**src/rtl/serial_rx_deserializer.sv**
```systemverilog
// Serial-line receiver: start/data/(parity)/stop framing into a valid/ready word stream.
// Define SERIAL_RX_PARITY_EN to add an even-parity bit after the data bits.
module serial_rx_deserializer #(
  parameter int WIDTH        = 8,
  parameter int CLKS_PER_BIT = 16
) (
  input  logic             clk,
  input  logic             rst_n,
  input  logic             serial_in,
  output logic [WIDTH-1:0] data_out,
  output logic             data_valid,
  input  logic             data_ready,
  output logic             frame_err,
  output logic             overrun,
  output logic             parity_err
);

  localparam int CW = (CLKS_PER_BIT > 1) ? $clog2(CLKS_PER_BIT) : 1;
  localparam int BW = $clog2(WIDTH + 1);
  localparam logic [CW-1:0] HALF_LOAD = CW'(CLKS_PER_BIT / 2 - 1);
  localparam logic [CW-1:0] FULL_LOAD = CW'(CLKS_PER_BIT - 1);
  localparam logic [BW-1:0] LAST_BIT  = BW'(WIDTH - 1);

  typedef enum logic [2:0] {
    S_IDLE,
    S_START,
    S_DATA,
    S_PARITY,
    S_STOP,
    S_WAIT_HIGH
  } state_t;

  state_t           state, state_nx;
  logic             rx_meta, rx_s, rx_prev;
  logic [CW-1:0]    cnt, cnt_val;
  logic [BW-1:0]    bit_cnt;
  logic [WIDTH-1:0] shift;
  logic             tick, cnt_load, shift_en, bit_clr;
  logic             word_done, frame_bad, stop_sample;
`ifdef SERIAL_RX_PARITY_EN
  logic             par_capture, par_bad;
`endif

  assign tick = (cnt == '0);

  // Control decode: every sampling action happens on a tick of the sample counter.
  always_comb begin
    state_nx    = state;
    cnt_load    = 1'b0;
    cnt_val     = FULL_LOAD;
    shift_en    = 1'b0;
    bit_clr     = 1'b0;
    word_done   = 1'b0;
    frame_bad   = 1'b0;
    stop_sample = 1'b0;
`ifdef SERIAL_RX_PARITY_EN
    par_capture = 1'b0;
`endif
    case (state)
      S_IDLE: begin
        if (rx_prev && !rx_s) begin
          state_nx = S_START;
          cnt_load = 1'b1;
          cnt_val  = HALF_LOAD;
        end
      end
      S_START: begin
        if (tick) begin
          if (rx_s) begin
            state_nx = S_IDLE;
          end else begin
            state_nx = S_DATA;
            cnt_load = 1'b1;
            bit_clr  = 1'b1;
          end
        end
      end
      S_DATA: begin
        if (tick) begin
          shift_en = 1'b1;
          cnt_load = 1'b1;
          if (bit_cnt == LAST_BIT) begin
`ifdef SERIAL_RX_PARITY_EN
            state_nx = S_PARITY;
`else
            state_nx = S_STOP;
`endif
          end
        end
      end
`ifdef SERIAL_RX_PARITY_EN
      S_PARITY: begin
        if (tick) begin
          par_capture = 1'b1;
          cnt_load    = 1'b1;
          state_nx    = S_STOP;
        end
      end
`endif
      S_STOP: begin
        if (tick) begin
          stop_sample = 1'b1;
          if (rx_s) begin
            word_done = 1'b1;
            state_nx  = S_IDLE;
          end else begin
            frame_bad = 1'b1;
            state_nx  = S_WAIT_HIGH;
          end
        end
      end
      S_WAIT_HIGH: begin
        if (rx_s) state_nx = S_IDLE;
      end
      default: state_nx = S_IDLE;
    endcase
  end

  // Output handshake: a word is offered while data_valid=1 and is consumed on
  // any edge where data_valid && data_ready; data_out is stable until then.
  always_ff @(posedge clk) begin
    if (!rst_n) begin
      rx_meta    <= 1'b1;
      rx_s       <= 1'b1;
      rx_prev    <= 1'b1;
      state      <= S_IDLE;
      cnt        <= '0;
      bit_cnt    <= '0;
      shift      <= '0;
      data_out   <= '0;
      data_valid <= 1'b0;
      frame_err  <= 1'b0;
      overrun    <= 1'b0;
      parity_err <= 1'b0;
`ifdef SERIAL_RX_PARITY_EN
      par_bad    <= 1'b0;
`endif
    end else begin
      rx_meta <= serial_in;
      rx_s    <= rx_meta;
      rx_prev <= rx_s;
      state   <= state_nx;

      if (cnt_load)      cnt <= cnt_val;
      else if (!tick)    cnt <= cnt - CW'(1);

      if (bit_clr)       bit_cnt <= '0;
      else if (shift_en) bit_cnt <= bit_cnt + BW'(1);

      if (shift_en) shift <= {rx_s, shift[WIDTH-1:1]};

`ifdef SERIAL_RX_PARITY_EN
      if (par_capture) par_bad <= (^shift) ^ rx_s;
      parity_err <= stop_sample && par_bad;
`else
      parity_err <= 1'b0;
`endif

      frame_err <= frame_bad;
      overrun   <= word_done && data_valid && !data_ready;

      // A completing word may replace one being consumed in the same cycle.
      if (word_done && (!data_valid || data_ready)) begin
        data_out   <= shift;
        data_valid <= 1'b1;
      end else if (data_valid && data_ready) begin
        data_valid <= 1'b0;
      end
    end
  end

endmodule

```
**config.mk**
```make
export PLATFORM = sky130hd
export DESIGN_NAME = serial_rx_deserializer
export DESIGN_NICKNAME = d
export VERILOG_FILES = /design/src/rtl/serial_rx_deserializer.sv
export SDC_FILE = /design/constraint.sdc
export NUM_CORES = 1
export LEC_CHECK = 0
export CAP_MARGIN = 20
export CORE_MARGIN = 2
export CORE_UTILIZATION = 48
export DETAILED_ROUTE_END_ITERATION = 7
export PLACE_DENSITY = 0.84
export SETUP_SLACK_MARGIN = 0.1
export SYNTH_ARGS = -nofsm -noshare
export SYNTH_HDL_FRONTEND = slang
export SYNTH_SLANG_ARGS = --single-unit
```
**constraint.sdc**
```tcl
create_clock -name clk -period 1.7 [get_ports clk]
set_input_delay 0.255 -clock clk [delete_from_list [all_inputs] [get_ports clk]]
set_output_delay 0.255 -clock clk [all_outputs]
set_load 0.02 [all_outputs]
```
Yosys cells after proc, flatten, opt, wreduce, memory -nomap -nowiden

Cells that the tools add are included.
W data, S select, Z words.

Input bits: 4
Output and inout bits: 12
Word-level logic and storage cells: 66
Flip-flop bits (word level): 33

Add/subtract/negate cells: 2
Multiplexer cells: 25
Reductions and logical operators: 15
Bitwise gates (word level): 1
Equal/unequal tests: 12

Operators by type and width:

| operator              | count |
|---|---|
| $mux W3               | 7 |
| $mux W4               | 4 |
| $pmux W3 S5           | 1 |
| $ne A2 B2 Y1 const B  | 6 |
| $mux W1               | 11 |
| $eq A3 B3 Y1 const B  | 2 |
| $reduce_and A6 Y1     | 1 |
| $logic_and A1 B1 Y1   | 5 |
| $add A4 B1 Y4 const B | 1 |
| $eq A4 B3 Y1 const B  | 1 |
| $logic_not A4 Y1      | 1 |
| $sub A4 B1 Y4 const B | 1 |
| $eq A3 B1 Y1 const B  | 1 |
| $eq A3 B2 Y1 const B  | 1 |
| $logic_not A1 Y1      | 3 |
| $logic_not A3 Y1      | 1 |
| $pmux W1 S3           | 1 |
| $mux W2               | 1 |
| $ne A2 B1 Y1 const B  | 1 |
| $reduce_and A2 Y1     | 1 |
| $reduce_bool A2 Y1    | 1 |
| $reduce_or A2 Y1      | 1 |
| $logic_or A1 B1 Y1    | 1 |
| $not A1 Y1            | 1 |

Depth between registers and ports, before layout

Gate-level depths: netlist of the first run.

Depth in word-level cells: 5
Mapped depth: 8
Depth with buffers taken out: 6

Least setup slack after synthesis of the first run

Ideal clock, no wire load.

Path kind: reg-to-reg
Start point: register cnt[0]
End point: register state[2]
Data arrival time: 1702 ps
Buffers on the path: 1
Library setup time: 91 ps
Slack: -93 ps
Stages on the path, launching flop included: 7
Clock period less this slack: 1793 ps
Required time: 1609 ps
Cell sequence: dfxtp_1 inv_1 ha_1 or3b_1 clkbuf_2 or4_1 a311oi_1

Cells in the longest elaborated chain, start to end: 3
Elaborated cells between the ends (all ways): 5
Classes of those cells: eq/ne (3); reduce/logical (2)

RTL lines:

| what                                 | RTL line | RTL |
|---|---|---|
| start: declaration                   | 35       | `logic [CW-1:0] cnt, cnt_val;` |
| start signal: assignment             | 144      | `if (cnt_load) cnt <= cnt_val;` |
| start signal: assignment             | 145      | `else if (!tick) cnt <= cnt - CW'(1);` |
| $logic_not A4 Y1 *                   | 44       | `assign tick = (cnt == '0);` |
| $ne A2 B2 Y1 (no source line)        | -        |  |
| $reduce_and A6 Y1 (no source line) * | -        |  |
| end signal: assignment               | 142      | `state <= state_nx;` |
| end: declaration                     | 33       | `state_t state, state_nx;` |

Mark *: on every way between the ends. The rest lies on a longest branch, timed or not.
A chain may end at the register's enable or synchronous reset.

Final worst setup path of the first run

Same ends and word-level chain as after synthesis.

==> results of run 1 <==
==> kinds of logic after synthesis <==
group           after synthesis  synth area share
simple gates                 64            0.2239
flops                        33            0.4844
compound gates               26            0.1294
buf+inv                      13           0.04128
mux                           8           0.05872
xor+xnor                      5           0.03212
fa+ha+maj                     3           0.02753
other cells                   1          0.002750
==> worst max-delay path, delay by kind of cell (launching register included) <==
family,cells,cell delay [ns]
compound gates,1,0.23
fa+ha+maj,1,0.13
buf+inv,1,0.08
flops,1,0.34
simple gates,2,0.83
==> power by group <==
part	switching [uW]	internal, uW
clock network	264	351
registers	53.5	831
logic	325	353
==> cell usage in the layout, fill, tap and decap left out, types with 3 or more instances in the layout <==
| master | instances |
|---|---|
| mux2i_1 | 8 |
| dfxtp_1 | 31 |
| clkdlybuf4s50_1 | 10 |
| nand2b_1 | 5 |
| buf_4 | 15 |
| nand3_1 | 5 |
| clkbuf_4 | 5 |
| o21a_1 | 3 |
| dlymetal6s2s_1 | 4 |
| a21oi_1 | 12 |
| nor3_1 | 3 |
| xnor2_1 | 3 |
| nand2_1 | 22 |
| nor2_1 | 16 |
==> synth_stat cells <==
master | number | area share
dfxtp_1 | 33 | 0.48
nand2_1 | 22 | 0.061
nor2_1 | 16 | 0.044
a21oi_1 | 13 | 0.048
mux2i_1 | 8 | 0.059
nand3_1 | 6 | 0.022
clkbuf_1 | 5 | 0.014
nand2b_1 | 5 | 0.023
inv_1 | 4 | 0.011
ha_1 | 3 | 0.028
nor3_1 | 3 | 0.011
o21a_1 | 3 | 0.017
xnor2_1 | 3 | 0.019
and3_1 | 2 | 0.0092
buf_2 | 2 | 0.0073
nor2b_1 | 2 | 0.0092
nor3b_1 | 2 | 0.011
xor2_1 | 2 | 0.013
a221o_2 | 1 | 0.0083
a221oi_1 | 1 | 0.0064
a2bb2oi_1 | 1 | 0.0064
a311oi_1 | 1 | 0.0064
a31oi_1 | 1 | 0.0046
and2_1 | 1 | 0.0046
and2_2 | 1 | 0.0055
buf_4 | 1 | 0.0055
clkbuf_2 | 1 | 0.0037
conb_1 | 1 | 0.0027
nor4bb_1 | 1 | 0.0073
o21ai_0 | 1 | 0.0037
o22ai_1 | 1 | 0.0046
o311a_1 | 1 | 0.0073
o31ai_1 | 1 | 0.0055
o41ai_2 | 1 | 0.012
or3_1 | 1 | 0.0046
or3b_1 | 1 | 0.0064
or4_1 | 1 | 0.0055
==> final timing paths <==
path                                 end    start  slack [ns]
worst max-delay path            state[2]   cnt[0]        0.01
worst min-delay path                rx_s  rx_meta        0.41
worst max register to register  state[2]   cnt[0]        0.01
worst min register to register      rx_s  rx_meta        0.41
==> layout make-up <==
cell class	count	area, um^2	share of cell area
Multi-Input combinational cell	107	696.9	0.3956
Clock buffer	7	55.05	0.03125
Inverter	4	15.01	0.008523
Timing Repair Buffer	29	262.8	0.1491
Clock inverter	1	30.03	0.01705
Sequential cell	33	663.1	0.3764
Tap cell	31	38.79	0.02202
==> per-layer routing <==
metal / track usage / wire length (um)
met1: 0.2229 / 1199
met2: 0.3136 / 1505
met3: 0.04308 / 113
met4: 0.1728 / 111
met5: 0 / 0
==> registers in the layout, summed over array words and instances (netlist names) <==
register and count:
rx_s 1, overrun 1, frame_err 1, bit_cnt 4, rx_prev 1, data_valid 1, cnt 4, data_out 8
rx_meta 1, state 3, shift 8
==> what timing repair did <==
action | in CTS | in global routing
hold endpoints to repair | 0 | 0
setup endpoints to repair | 8 | 29
pin swaps | 3 | 2
resized for setup | 2 | 10
gates cloned | 0 | 0
setup buffers | 4 | 1
==> stage by stage <==
| step | cell area, um^2 | util | setup TNS, ns | worst slack [ns] | hold WS [ns] |
|---|---|---|---|---|---|
| floorplan | 1384 | - | 0 | 0.02552 | 0.3565 |
| global placement | 1597 | 0.5840 | 0 | 0.06068 | 0.3924 |
| detailed placement | 1597 | 0.5840 | -0.04880 | -0.04880 | 0.3992 |
| CTS | 1718 | 0.6284 | -0.009347 | -0.009347 | 0.4177 |
| global route | 1762 | 0.6444 | -0.1147 | -0.1147 | 0.4492 |
| finish | 1762 | 0.6444 | 0 | 0.01281 | 0.4098 |
==> flow_metrics.tcl, run 1 <==
set metrics [dict create \
    row_count 19 \
    htreeDepth 2 \
    clk_pin_slew_worst_paths_ns 0.10 \
    grt_pass1_vias 1154 \
    final.min_clock_period_ns 1.687 \
    worst-endpoint-arrival_ns 1.96 \
    antenna_found_initial 0 \
    number_of_drc_markers_after_the_initial_detailed_route_iteration 20 \
    max_freq_mhz 592.7 \
    average_wire_per_cell_in_the_routed_design_um 13.82 \
    depth_of_the_worst_register_to_register_path 5 \
    synth-seq-area-share 0.4844 \
    irDropWorstVdd_v 0.001227 \
    cts_buffers 5 \
    synth.net_count 160 \
    hpwlAfterDp_um 1900 \
    fillers 197 \
    start_util 0.4989 \
    syn_avg_cell_area_um2 8.914 \
    grt_first_pass_wirelength_um 4864 \
    gr-total-overflow 0 \
    cp.required_ns 1.97 \
    holdPathStages 1 \
    floorplan.die.width_um 57.31 \
    final_net_count 187 \
    root_buffer "clkbuf_4" \
    unrepaired_setup_endpoints_after_global_routing "yes" \
    gpl.final_weighted_congestion 0.8472 \
    wirelength_um 2930 \
    cts_tree "done" \
    io_buffers 14 \
    synth-warning-count 0 \
    antenna_left 0 \
    hold_violations 0 \
    setup.worst_path.start_class "flip-flop" \
    drive_above_1_share 0.2155 \
    crit_path_cell_trace "inv_2 -> ha_4 -> or3b_4 -> or4_4 -> a311oi_2" \
    finalNonFillerCells 212 \
    pin_count_of_the_biggest_net_entering_global_routing 21 \
    hold_path_class "reg2reg" \
    dp.cells 199 \
    drv_cap 0 \
    io_pins 16 \
    drcViolationCount 0 \
    mappedNetlistArea_um2 1364 \
    dr_total_vias 1163 \
    crit_type "reg2reg" \
    design.core.area_um2 2734 \
    clock_insertion_delay_worst_skew_ns 0.35 \
    post_synth_inst_count 153 \
    ys_seq_elements 33 \
    design.die.area_um2 3284 \
    die_height_um 57.31 \
    globalRouteTotalUtil 0.1977 \
    end_kind "flip-flop" \
    syn2layout_area_growth_pct 29.17 \
    detail_route.vias_per_cell 5.486 \
    final-max-slew-violation-count 0 \
    timing.critical_path.slowest_stage_cell "or4_4" \
    clockBufferDepth 2 \
    clock_sinks 33 \
    synth.lib_cells_used.distinct 37 \
    power.total_uw 2177 \
    critPathMaxFanout 5 \
    leak_pwr_uw 0.0007992 \
    finalSetupViolations 0 \
    antenna_cells_inserted 0 \
    worst_path_largest_cell_delay_ns 0.43 \
    min_period_over_period 0.9925 \
    cts-hold-fix-buffers 0 \
    run_status "finished clean" \
    detail_route.first_pass.iterations 5 \
    power.density_cell_area_nw_per_um2 1236 \
    fin_worst_skew_ns 0.008448 \
]
Note: power is estimated with default switching activity, not from simulation.
==> run 2, diff against run 1 <==
--- a/config.mk
+++ b/config.mk
@@ -6,10 +6,11 @@
 export NUM_CORES = 1
 export LEC_CHECK = 0
 export CAP_MARGIN = 20
-export CORE_MARGIN = 2
-export CORE_UTILIZATION = 48
+export CORE_MARGIN = 1
+export CORE_UTILIZATION = 60
 export DETAILED_ROUTE_END_ITERATION = 7
-export PLACE_DENSITY = 0.84
+export DONT_BUFFER_PORTS = 1
+export PLACE_DENSITY = 0.87
 export SETUP_SLACK_MARGIN = 0.1
 export SYNTH_ARGS = -nofsm -noshare
 export SYNTH_HDL_FRONTEND = slang
==> constraint.sdc (replaced) <==
create_clock -name clk -period 1.82 [get_ports clk]
set_input_delay 0.273 -clock clk [delete_from_list [all_inputs] [get_ports clk]]
set_output_delay 0.273 -clock clk [all_outputs]
set_load 0.02 [all_outputs]
==> run 2 against run 1 <==
  * Non-clock buffer count decreased by 14
  * Combinational power increased by 7.5%
  * Critical endpoint unchanged
  * Highest routed layer unchanged
  * Clock-buffer cell count is 1 lower
  * Critical path type unchanged
  * Die area shrank 25%
==> flow_metrics.tcl, run 2 (synthesis results as in run 1) <==
set metrics [dict create \
    layout_commonest_cell "dfxtp_1" \
    antenna_left 0 \
    syn2layout_area_growth_pct 18.07 \
    setup.worst_path.start_class "flip-flop" \
    detail_route.first_pass.iterations 4 \
    drive_above_1_share 0.2395 \
    biggestRegsByFlops "data_out: 8 flops, shift: 8 flops" \
    grt_first_pass_wirelength_um 4643 \
    clk_pin_slew_worst_paths_ns 0.10 \
    clock_sinks 33 \
    hold_violations 0 \
    end_kind "flip-flop" \
    wirelength_um 3078 \
    r2r_start "cnt[0]" \
    dp.cells 177 \
    depth_of_the_worst_register_to_register_path 5 \
    leak_pwr_uw 0.0006582 \
    average_wire_per_cell_in_the_routed_design_um 15.87 \
    number_of_drc_markers_after_the_initial_detailed_route_iteration 47 \
    min_period_over_period 0.9564 \
    die_height_um 49.68 \
    floorplan.die.width_um 49.68 \
    row_count 16 \
    finalSetupViolations 0 \
    worst_setup_path_startpoint "cnt[0]" \
    finalNonFillerCells 194 \
    drcViolationCount 0 \
    dr_total_vias 1169 \
    final_net_count 173 \
    cp.required_ns 2.08 \
    pin_count_of_the_biggest_net_entering_global_routing 16 \
    mostFrequentLayoutCells "31 x dfxtp_1, 21 x nand2_1, 15 x nor2_1, 13 x buf_4, 11 x a21oi_1" \
    hold_path.startpoint "serial_in" \
    final-max-slew-violation-count 0 \
    detail_route.vias_per_cell 6.026 \
    drv_cap 0 \
    run_status "finished clean" \
    root_buffer "clkbuf_4" \
    hpwlAfterDp_um 1819 \
    design.die.area_um2 2468 \
    clockBufferDepth 2 \
    gr-total-overflow 0 \
    io_pins 16 \
    holdPathStages 1 \
    globalRouteTotalUtil 0.2570 \
    antenna_found_initial 0 \
    io_buffers 0 \
    htreeDepth 2 \
    cts_buffers 5 \
    start_util 0.6679 \
    final.setup.tns_ns 0 \
    unrepaired_setup_endpoints_after_global_routing "yes" \
    cts_tree "done" \
    final.min_clock_period_ns 1.741 \
    irDropWorstVdd_v 0.001199 \
    gpl.final_weighted_congestion 0.8768 \
    hold_path_class "in2reg" \
    power.density_cell_area_nw_per_um2 1211 \
    crit_type "reg2reg" \
    worst-endpoint-arrival_ns 2.00 \
    max_freq_mhz 574.5 \
    grt_pass1_vias 1096 \
    clock_insertion_delay_worst_skew_ns 0.34 \
    antenna_cells_inserted 0 \
    fin_worst_skew_ns 0.01510 \
    design.core.area_um2 2042 \
    critPathMaxFanout 3 \
]
-- run 2: cell types whose count changed in the layout (fill, tap and decap cells not counted), sizes merged --
cell | previous run | this run
clkdlybuf4s50 | 10 | 0
dlymetal6s2s | 4 | 0
buf | 15 | 13
clkinv | 0 | 2
dlygate4sd3 | 0 | 2
bufinv | 1 | 0
clkbuf | 7 | 6
-- run 2: power by group --
group | internal [uW] | switching (uW) | total, uW
registers | 776 | 57.5 | 834
clock network | 147 | 241 | 388
logic | 374 | 354 | 728
total | 1300 | 652 | 1950
-- run 2: critical path, stage by stage, from the launching register on --
cell      delay, ns
dfxtp_2        0.34
inv_2          0.08
ha_4           0.14
or3b_4         0.38
or4_4          0.49
a311oi_2       0.24
-- run 2: area by class of cell --
type	count	area, um^2
Tap cell	27	33.78
Timing Repair Buffer	15	117.6
Sequential cell	33	663.1
Inverter	4	15.01
Fill cell	131	431.7
Clock inverter	2	10.01
Multi-Input combinational cell	107	729.5
Clock buffer	6	41.29
-- run 2: routing by layer --
| metal | track usage | vias up | wire length [um] |
|---|---|---|---|
| met5 | 0 | - | 0 |
| met4 | 0.1429 | 0 | 81 |
| met3 | 0.08642 | 10 | 136 |
| met2 | 0.3919 | 41 | 1519 |
| met1 | 0.3153 | 570 | 1340 |
| li1 | - | 548 | - |
-- run 2: worst paths after layout --
path / to / slack [ns]
worst min-delay path: rx_meta / 0.04
worst max register to register: state[2] / 0.08
worst max-delay path: state[2] / 0.08
worst min register to register: rx_s / 0.42
-- run 2: timing repair --
item                                    in CTS  in global routing
hold buffers                                 2                  0
buffers inserted                             4                  3
endpoints found under the setup margin       5                 23
pin swaps                                    3                  5
cloned                                       0                  0
resized for setup                            6                 13
hold endpoints to repair                     2                  0
-- run 2: per-stage QoR --
step	setup WS (ns)	hold WS [ns]	area, um^2	power, uW	utilization
CTS	0.05493	0.02597	1525	1781	0.7469
global route	0.02151	0.008673	1610	2047	0.7886
global placement	0.1417	0.3490	1409	1258	0.6900
floorplan	0.09904	0.3745	1371	1187	-
finish	0.07930	0.03793	1610	1950	0.7886
detailed placement	0.03377	0.3518	1409	1290	0.6900
